==> config.mk <==
export PLATFORM = sky130hd
export DESIGN_NAME = nn_sequencer_flat
export DESIGN_NICKNAME = d
export VERILOG_FILES = /design/src/rtl/nn_sequencer_pkg.sv /design/src/rtl/nn_sequencer_if.sv /design/src/rtl/nn_sequencer_btn_edge.sv /design/src/rtl/nn_sequencer.sv /design/src/flat_wrapper.sv
export SDC_FILE = /design/constraint.sdc
export NUM_CORES = 1
export LEC_CHECK = 0
export CORE_UTILIZATION = 57
export DETAILED_ROUTE_END_ITERATION = 7
export GPL_TIMING_DRIVEN = 0
export PLACE_DENSITY = 0.88
export SLEW_MARGIN = 10
export SYNTH_ARGS = -nofsm -noshare
export SYNTH_HDL_FRONTEND = slang
export SYNTH_SLANG_ARGS = --single-unit
==> constraint.sdc <==
create_clock -name clk -period 6.1 [get_ports clk]
set_input_delay 0.61 -clock clk [delete_from_list [all_inputs] [get_ports clk]]
set_output_delay 0.61 -clock clk [all_outputs]
set_load 0.01 [all_outputs]
==> src/rtl/nn_sequencer_pkg.sv <==
// Shared types and constants for the O/X classifier sequencer: FSM states,
// operation kinds, probability clamp and LED bar thresholds.
package nn_sequencer_pkg;

  typedef enum logic [2:0] {
    S_IDLE,
    S_SETTLE,
    S_INFER,
    S_LATCH,
    S_LABEL,
    S_LEARN,
    S_HOLD
  } state_t;

  typedef enum logic {
    OP_INFER,
    OP_TRAIN
  } op_t;

  localparam logic [6:0] PROB_MAX = 7'd100;

  localparam logic [6:0] BAR_T6 = 7'd85;
  localparam logic [6:0] BAR_T5 = 7'd71;
  localparam logic [6:0] BAR_T4 = 7'd57;
  localparam logic [6:0] BAR_T3 = 7'd43;
  localparam logic [6:0] BAR_T2 = 7'd29;
  localparam logic [6:0] BAR_T1 = 7'd15;

  function automatic logic [6:0] clamp_prob(input logic [6:0] p);
    return (p > PROB_MAX) ? PROB_MAX : p;
  endfunction

  // Thermometer bar; always at least one segment lit for a valid result.
  function automatic logic [6:0] led_bar(input logic [6:0] p);
    if (p >= BAR_T6)      return 7'h7F;
    else if (p >= BAR_T5) return 7'h3F;
    else if (p >= BAR_T4) return 7'h1F;
    else if (p >= BAR_T3) return 7'h0F;
    else if (p >= BAR_T2) return 7'h07;
    else if (p >= BAR_T1) return 7'h03;
    else                  return 7'h01;
  endfunction

endpackage

==> src/rtl/nn_sequencer_if.sv <==
// Sequencer <-> mlp_OX classifier link: decision/probability in, learn/label out.
interface nn_sequencer_if;
  logic       nn_y;
  logic [6:0] nn_o_prob_pct;
  logic       nn_learn;
  logic       nn_is_O;

  modport master (input nn_y, nn_o_prob_pct, output nn_learn, nn_is_O);
  modport slave  (output nn_y, nn_o_prob_pct, input nn_learn, nn_is_O);
endinterface

==> src/rtl/nn_sequencer_btn_edge.sv <==
// Parameterized rising-edge detector; one history flop per input bit.
module btn_edge #(
  parameter int unsigned W = 1
) (
  input  logic         clk,
  input  logic         rst,
  input  logic [W-1:0] din,
  output logic [W-1:0] rise
);

  logic [W-1:0] prev;

  always_ff @(posedge clk or posedge rst) begin
    if (rst) prev <= '0;
    else     prev <= din;
  end

  assign rise = din & ~prev;

endmodule

==> src/rtl/nn_sequencer.sv <==
// Sequences mlp_OX for inference and on-line training, latches the result,
// keeps training statistics and drives the result LED pattern.
module nn_sequencer
  import nn_sequencer_pkg::*;
#(
  parameter int unsigned SETTLE_CYC = 4,
  parameter int unsigned INFER_LAT  = 2,
  parameter int unsigned LEARN_CYC  = 1,
  parameter int unsigned HOLD_CYC   = 50000000
) (
  input  logic                  clk,
  input  logic                  rst,
  input  logic                  btn_submit,
  input  logic                  btn_train_o,
  input  logic                  btn_train_x,
  input  logic [3:0]            input_count,
  nn_sequencer_if.master        nn_bus,
  output logic                  busy,
  output logic                  result_valid,
  output logic                  result_is_O,
  output logic [6:0]            result_prob,
  output logic [7:0]            led,
  output logic                  reject,
  output logic [7:0]            train_cnt,
  output logic [7:0]            correct_cnt
);

  localparam int unsigned M1   = (HOLD_CYC > SETTLE_CYC) ? HOLD_CYC : SETTLE_CYC;
  localparam int unsigned M2   = (INFER_LAT > LEARN_CYC) ? INFER_LAT : LEARN_CYC;
  localparam int unsigned MAXC = (M1 > M2) ? M1 : M2;
  localparam int unsigned CW   = (MAXC < 1) ? 1 : $clog2(MAXC + 1);

  localparam logic [CW-1:0] LD_SETTLE = CW'((SETTLE_CYC > 0) ? SETTLE_CYC - 1 : 0);
  localparam logic [CW-1:0] LD_INFER  = CW'((INFER_LAT  > 0) ? INFER_LAT  - 1 : 0);
  localparam logic [CW-1:0] LD_LEARN  = CW'((LEARN_CYC  > 0) ? LEARN_CYC  - 1 : 0);
  localparam logic [CW-1:0] LD_HOLD   = CW'((HOLD_CYC   > 0) ? HOLD_CYC   - 1 : 0);

  state_t        state, state_n;
  logic [CW-1:0] cnt, cnt_n, ld;
  logic [2:0]    rise;
  op_t           op;
  logic          label;
  logic          is_o_q;
  logic          req_any, accept, rej;

  btn_edge #(.W(3)) u_btn_edge (
    .clk  (clk),
    .rst  (rst),
    .din  ({btn_train_x, btn_train_o, btn_submit}),
    .rise (rise)
  );

  // Submit wins; simultaneous train_o/train_x without submit is no request at all.
  always_comb begin
    req_any = 1'b0;
    accept  = 1'b0;
    rej     = 1'b0;
    if (state == S_IDLE || state == S_HOLD)
      req_any = rise[0] | (rise[1] ^ rise[2]);
    accept  = req_any && (input_count != 4'd0);
    rej     = req_any && (input_count == 4'd0);

    state_n = state;
    unique case (state)
      S_IDLE:   if (accept) state_n = S_SETTLE;
      S_SETTLE: if (cnt == '0) state_n = S_INFER;
      S_INFER:  if (cnt == '0) state_n = S_LATCH;
      S_LATCH:  state_n = (op == OP_TRAIN) ? S_LABEL : S_HOLD;
      S_LABEL:  state_n = S_LEARN;
      S_LEARN:  if (cnt == '0) state_n = S_HOLD;
      S_HOLD: begin
        if (accept)                              state_n = S_SETTLE;
        else if (HOLD_CYC != 0 && cnt == '0)     state_n = S_IDLE;
      end
      default:  state_n = S_IDLE;
    endcase

    ld = '0;
    unique case (state_n)
      S_SETTLE: ld = LD_SETTLE;
      S_INFER:  ld = LD_INFER;
      S_LEARN:  ld = LD_LEARN;
      S_HOLD:   ld = LD_HOLD;
      default:  ld = '0;
    endcase

    if (state_n != state)  cnt_n = ld;
    else if (cnt != '0)    cnt_n = cnt - 1'b1;
    else                   cnt_n = cnt;
  end

  always_ff @(posedge clk or posedge rst) begin
    if (rst) begin
      state <= S_IDLE;
      cnt   <= '0;
    end else begin
      state <= state_n;
      cnt   <= cnt_n;
    end
  end

  always_ff @(posedge clk or posedge rst) begin
    if (rst) begin
      op           <= OP_INFER;
      label        <= 1'b0;
      is_o_q       <= 1'b0;
      result_valid <= 1'b0;
      result_is_O  <= 1'b0;
      result_prob  <= '0;
      reject       <= 1'b0;
      train_cnt    <= '0;
      correct_cnt  <= '0;
    end else begin
      reject <= rej;
      if (accept) begin
        result_valid <= 1'b0;
        op           <= rise[0] ? OP_INFER : OP_TRAIN;
        label        <= rise[1];
      end
      if (state == S_LATCH) begin
        result_valid <= 1'b1;
        result_is_O  <= nn_bus.nn_y;
        result_prob  <= clamp_prob(nn_bus.nn_o_prob_pct);
        if (op == OP_TRAIN) is_o_q <= label;
      end
      if (state == S_LABEL && result_is_O == label && correct_cnt != 8'hFF)
        correct_cnt <= correct_cnt + 8'd1;
      if (state == S_LEARN && cnt == '0 && train_cnt != 8'hFF)
        train_cnt <= train_cnt + 8'd1;
      if (state == S_HOLD && state_n == S_IDLE)
        result_valid <= 1'b0;
    end
  end

  assign busy            = (state != S_IDLE);
  assign led             = result_valid ? {result_is_O, led_bar(result_prob)} : '0;
  assign nn_bus.nn_learn = (state == S_LEARN);
  assign nn_bus.nn_is_O  = is_o_q;

endmodule
==> src/flat_wrapper.sv <==
// flat-port wrapper written by rule: the top's interface ports become plain ports
module nn_sequencer_flat import nn_sequencer_pkg::*;
#(
  parameter int unsigned SETTLE_CYC = 4,
  parameter int unsigned INFER_LAT  = 2,
  parameter int unsigned LEARN_CYC  = 1,
  parameter int unsigned HOLD_CYC   = 50000000
)
  (clk, rst, btn_submit, btn_train_o, btn_train_x, input_count, busy, result_valid, result_is_O, result_prob, led, reject, train_cnt, correct_cnt, nn_bus_nn_y, nn_bus_nn_o_prob_pct, nn_bus_nn_learn, nn_bus_nn_is_O);
  nn_sequencer_if nn_bus_i ();
  input  logic clk;
  input  logic rst;
  input  logic btn_submit;
  input  logic btn_train_o;
  input  logic btn_train_x;
  input  logic [3:0] input_count;
  output logic busy;
  output logic result_valid;
  output logic result_is_O;
  output logic [6:0] result_prob;
  output logic [7:0] led;
  output logic reject;
  output logic [7:0] train_cnt;
  output logic [7:0] correct_cnt;
  input wire logic [$bits(nn_bus_i.nn_y)-1:0] nn_bus_nn_y;
  input wire logic [$bits(nn_bus_i.nn_o_prob_pct)-1:0] nn_bus_nn_o_prob_pct;
  output wire logic [$bits(nn_bus_i.nn_learn)-1:0] nn_bus_nn_learn;
  output wire logic [$bits(nn_bus_i.nn_is_O)-1:0] nn_bus_nn_is_O;
  assign nn_bus_i.nn_y = nn_bus_nn_y;
  assign nn_bus_i.nn_o_prob_pct = nn_bus_nn_o_prob_pct;
  assign nn_bus_nn_learn = nn_bus_i.nn_learn;
  assign nn_bus_nn_is_O = nn_bus_i.nn_is_O;
  nn_sequencer #(.SETTLE_CYC(SETTLE_CYC), .INFER_LAT(INFER_LAT), .LEARN_CYC(LEARN_CYC), .HOLD_CYC(HOLD_CYC)) u_core (.clk(clk), .rst(rst), .btn_submit(btn_submit), .btn_train_o(btn_train_o), .btn_train_x(btn_train_x), .input_count(input_count), .nn_bus(nn_bus_i), .busy(busy), .result_valid(result_valid), .result_is_O(result_is_O), .result_prob(result_prob), .led(led), .reject(reject), .train_cnt(train_cnt), .correct_cnt(correct_cnt));
endmodule
==> impl_metrics.py <==
metrics = {
    "outcome": {
        "status": "finished, final reports clean",
    },
    "synth": {
        "synth-simple-area-share": 0.251,
        "yosysWarnings": 0,
        "synth_top_family_by_area": "simple AND/OR/NAND/NOR gates",
        "synthesis.nets": 349,
        "synth_xor_area_frac": 0.0954,
        "yosys_register_bits": 61,
        "avgSynthCellArea_um2": 9.77,
        "yosys-top-cells-area": "dfrtp_1 (47%), xnor2_1 (5.2%), nor2_1 (4.7%)",
        "synthAdderAreaFrac": 0.0117,
        "synthMostInstantiatedCell": "dfrtp_1",
        "synth_edf_count": 0,
        "syn_inst": 329,
        "synth_ff_type": "dfrtp_1",
        "yosysTopAreaCellShare": 0.475,
        "synth_commonest_cells": "dfrtp_1 (61), nor2_1 (40), nand2_1 (37)",
        "synth.distinct_cells": 56,
        "seq_area_frac_synth": 0.475,
        "synthArstFlopShare": 1.00,
        "yosys.area.top_type": "dfrtp_1",
        "synthMuxAreaShare": 0.0206,
        "synth_area_um2": 3210,
        "synth_compound_area_frac": 0.119,
    },
    "detailed_routing": {
        "drtAntennaViolNets": 0,
        "drt_wl_total_mm": 6.96,
        "wl_per_cell_um": 14.8,
        "viasPerCell": 5.68,
        "first_pass_iters": 4,
        "drt-initial-drc-count": 156,
        "drc": 0,
        "vias": 2663,
    },
    "global_route": {
        "antenna_found_initial": 0,
        "grt_pass1_vias": 2588,
        "grt_pass1_wl_mm": 11.9,
        "grt_max_degree": 35,
        "grt.total_usage": 0.257,
        "grt_overflow_total": 0,
    },
    "finish": {
        "fin_nets": 414,
        "seq_area_um2": 1530,
        "syn_to_final_growth_pct": 25.4,
        "final_layout_size_suffix_gt1_frac": 0.118,
        "fill_cells": 369,
        "fin_area_um2": 4030,
        "insertedDiodeCount": 0,
        "multi_input_area_um2": 1600,
    },
    "worst_setup_path": {
        "arrival_ns": 2.24,
        "cp_max_fo": 10,
        "endpoint_kind": "primary output",
        "critPathLaunchType": "register",
        "r2r_setup_slack_ns": 3.38,
        "crit_type": "register to primary output",
        "cp.required_ns": 5.49,
        "reg2reg_from": "u_core.cnt[0]",
        "startpoint": "u_core.state[0]",
    },
    "sta": {
        "period_needed_ns": 2.85,
        "slew_violations": 0,
        "skew_ns": 0.00691,
        "hold_violations": 0,
        "setup_tns_ns": 0,
        "worst_pin_slew_ns": 0.595,
        "slew-limit-headroom": 0.602,
        "post-route-period-util": 0.468,
        "setup_ws_ns": 3.25,
        "rsz0062_at_grt": "false",
        "max_freq_ghz": 0.350,
        "setup-violations-final": 0,
    },
    "placement": {
        "dp_slack_ns": 3.12,
        "gp_congestion": 0.882,
        "io_buffers": 53,
        "dpl-instance-area_um2": 3850,
        "post-dp-hpwl_mm": 4.86,
    },
    "cts": {
        "htree_levels": 3,
        "postCtsSetupBuffers": 0,
        "cts_buffer_depth": 2,
        "ctsHoldBuffers": 0,
        "ctsRootBufferMaster": "clkbuf_8",
        "clk_latency_ns": 0.35,
        "path_clk_slew_ns": 0.07,
        "cts_tree": "built",
        "cts_made_buffers": 9,
        "cts_resized": 0,
        "clock_sinks": 61,
    },
    "flow_run": {
        "maxCapViolCount": 0,
    },
    "power_and_ir_drop": {
        "powerDensity_nw_per_um2": 399,
        "ir_worst_vdd_uv": 287,
        "cellLeakagePower_nw": 1.74,
    },
    "hold_path": {
        "min-delay-start": "u_core.correct_cnt[6]",
        "hp-class": "register to register",
    },
    "floorplanning": {
        "die_x_um": 77.1,
        "start_util": 0.610,
        "die_h_um": 77.1,
        "die-area_um2": 5940,
        "row_count": 26,
        "ios": 54,
        "core_area_um2": 5270,
    },
}
[area by class of cell]
cell class / instances / share of cell area
multi-input cells: 251 / 0.397
well taps: 70 / 0.0217
flip-flops and latches: 61 / 0.379
inverters: 6 / 0.00559
plain buffers: 11 / 0.0161
clock buffers: 12 / 0.0385
clock inverters: 4 / 0.00559
repair buffers: 54 / 0.137
[cell families after synthesis]
kind of cell	count (synthesis)
AO/OA/AOI/OAI	58
XOR/XNOR	35
adder cells (fa/ha/maj)	3
buffers and inverters	17
flip-flops	61
multiplexers	6
AND/OR/NAND/NOR	149
[worst max-delay path, stage by stage, from the launching register on]
cell	delay, ns
dfrtp_1	0.39
clkbuf_1	0.34
nor2b_1	0.35
nand2_1	0.16
inv_1	0.11
clkdlybuf4s50_1	0.56
[placed cells by master, fill, tap and decap left out, types with 3 or more instances in the layout]
cell type / n
a21boi_0: 4
dfrtp_1: 61
o21ai_0: 21
mux2_2: 5
xnor2_1: 19
inv_1: 4
nand3_1: 9
xor2_1: 16
nor3_4: 3
nand2_1: 37
nand2b_1: 3
a21oi_1: 11
nor3_1: 12
clkdlybuf4s50_1: 53
or3_1: 5
nand4_1: 5
nor2b_1: 6
clkbuf_8: 11
nor2_1: 40
and3_1: 3
clkinv_2: 3
or4_1: 3
clkbuf_1: 7
ha_1: 3
[power breakdown]
| part | switching [mW] | internal (mW) |
|---|---|---|
| combinational | 0.268 | 0.317 |
| clock | 0.159 | 0.167 |
| sequential | 0.169 | 0.527 |
| total | 0.597 | 1.01 |
[per-layer routing]
layer,GRT usage,share of wire,vias up
met5,0,0,-
met4,0.125,0.024,0
met3,0.0548,0.047,15
met2,0.415,0.48,86
met1,0.329,0.45,1281
li1,-,-,1281
[final timing paths]
path / endpoint / cells after the start
max: nn_bus_nn_learn / 5
min: u_core.correct_cnt[6] / 1
max reg2reg: u_core.cnt[1] / 11
min reg2reg: u_core.correct_cnt[6] / 1
max in group asynchronous: u_core.cnt[15] / 3
min in group asynchronous: u_core.correct_cnt[6] / 2
[stage by stage]
step	util	hold WS, ns	power, mW	std cells
after floorplan	-	0.508	1.03	329
after detailed placement	0.731	0.490	1.28	453
after global placement	0.727	0.474	1.25	452
after global routing	0.765	0.513	1.71	469
after CTS	0.765	0.500	1.61	469
final	0.765	0.494	1.61	469
[flip-flops by register name, indices dropped and copies added, names as in the netlist]
signal and count:
u_core.cnt 26, u_core.correct_cnt 8, u_core.label 1, u_core.nn_bus.nn_is_O 1
u_core.op 1, u_core.reject 1, u_core.result_is_O 1, u_core.result_prob 7
u_core.result_valid 1, u_core.state 3, u_core.train_cnt 8, u_core.u_btn_edge.prev 3
No activity file was read; power rests on OpenSTA's default activity.
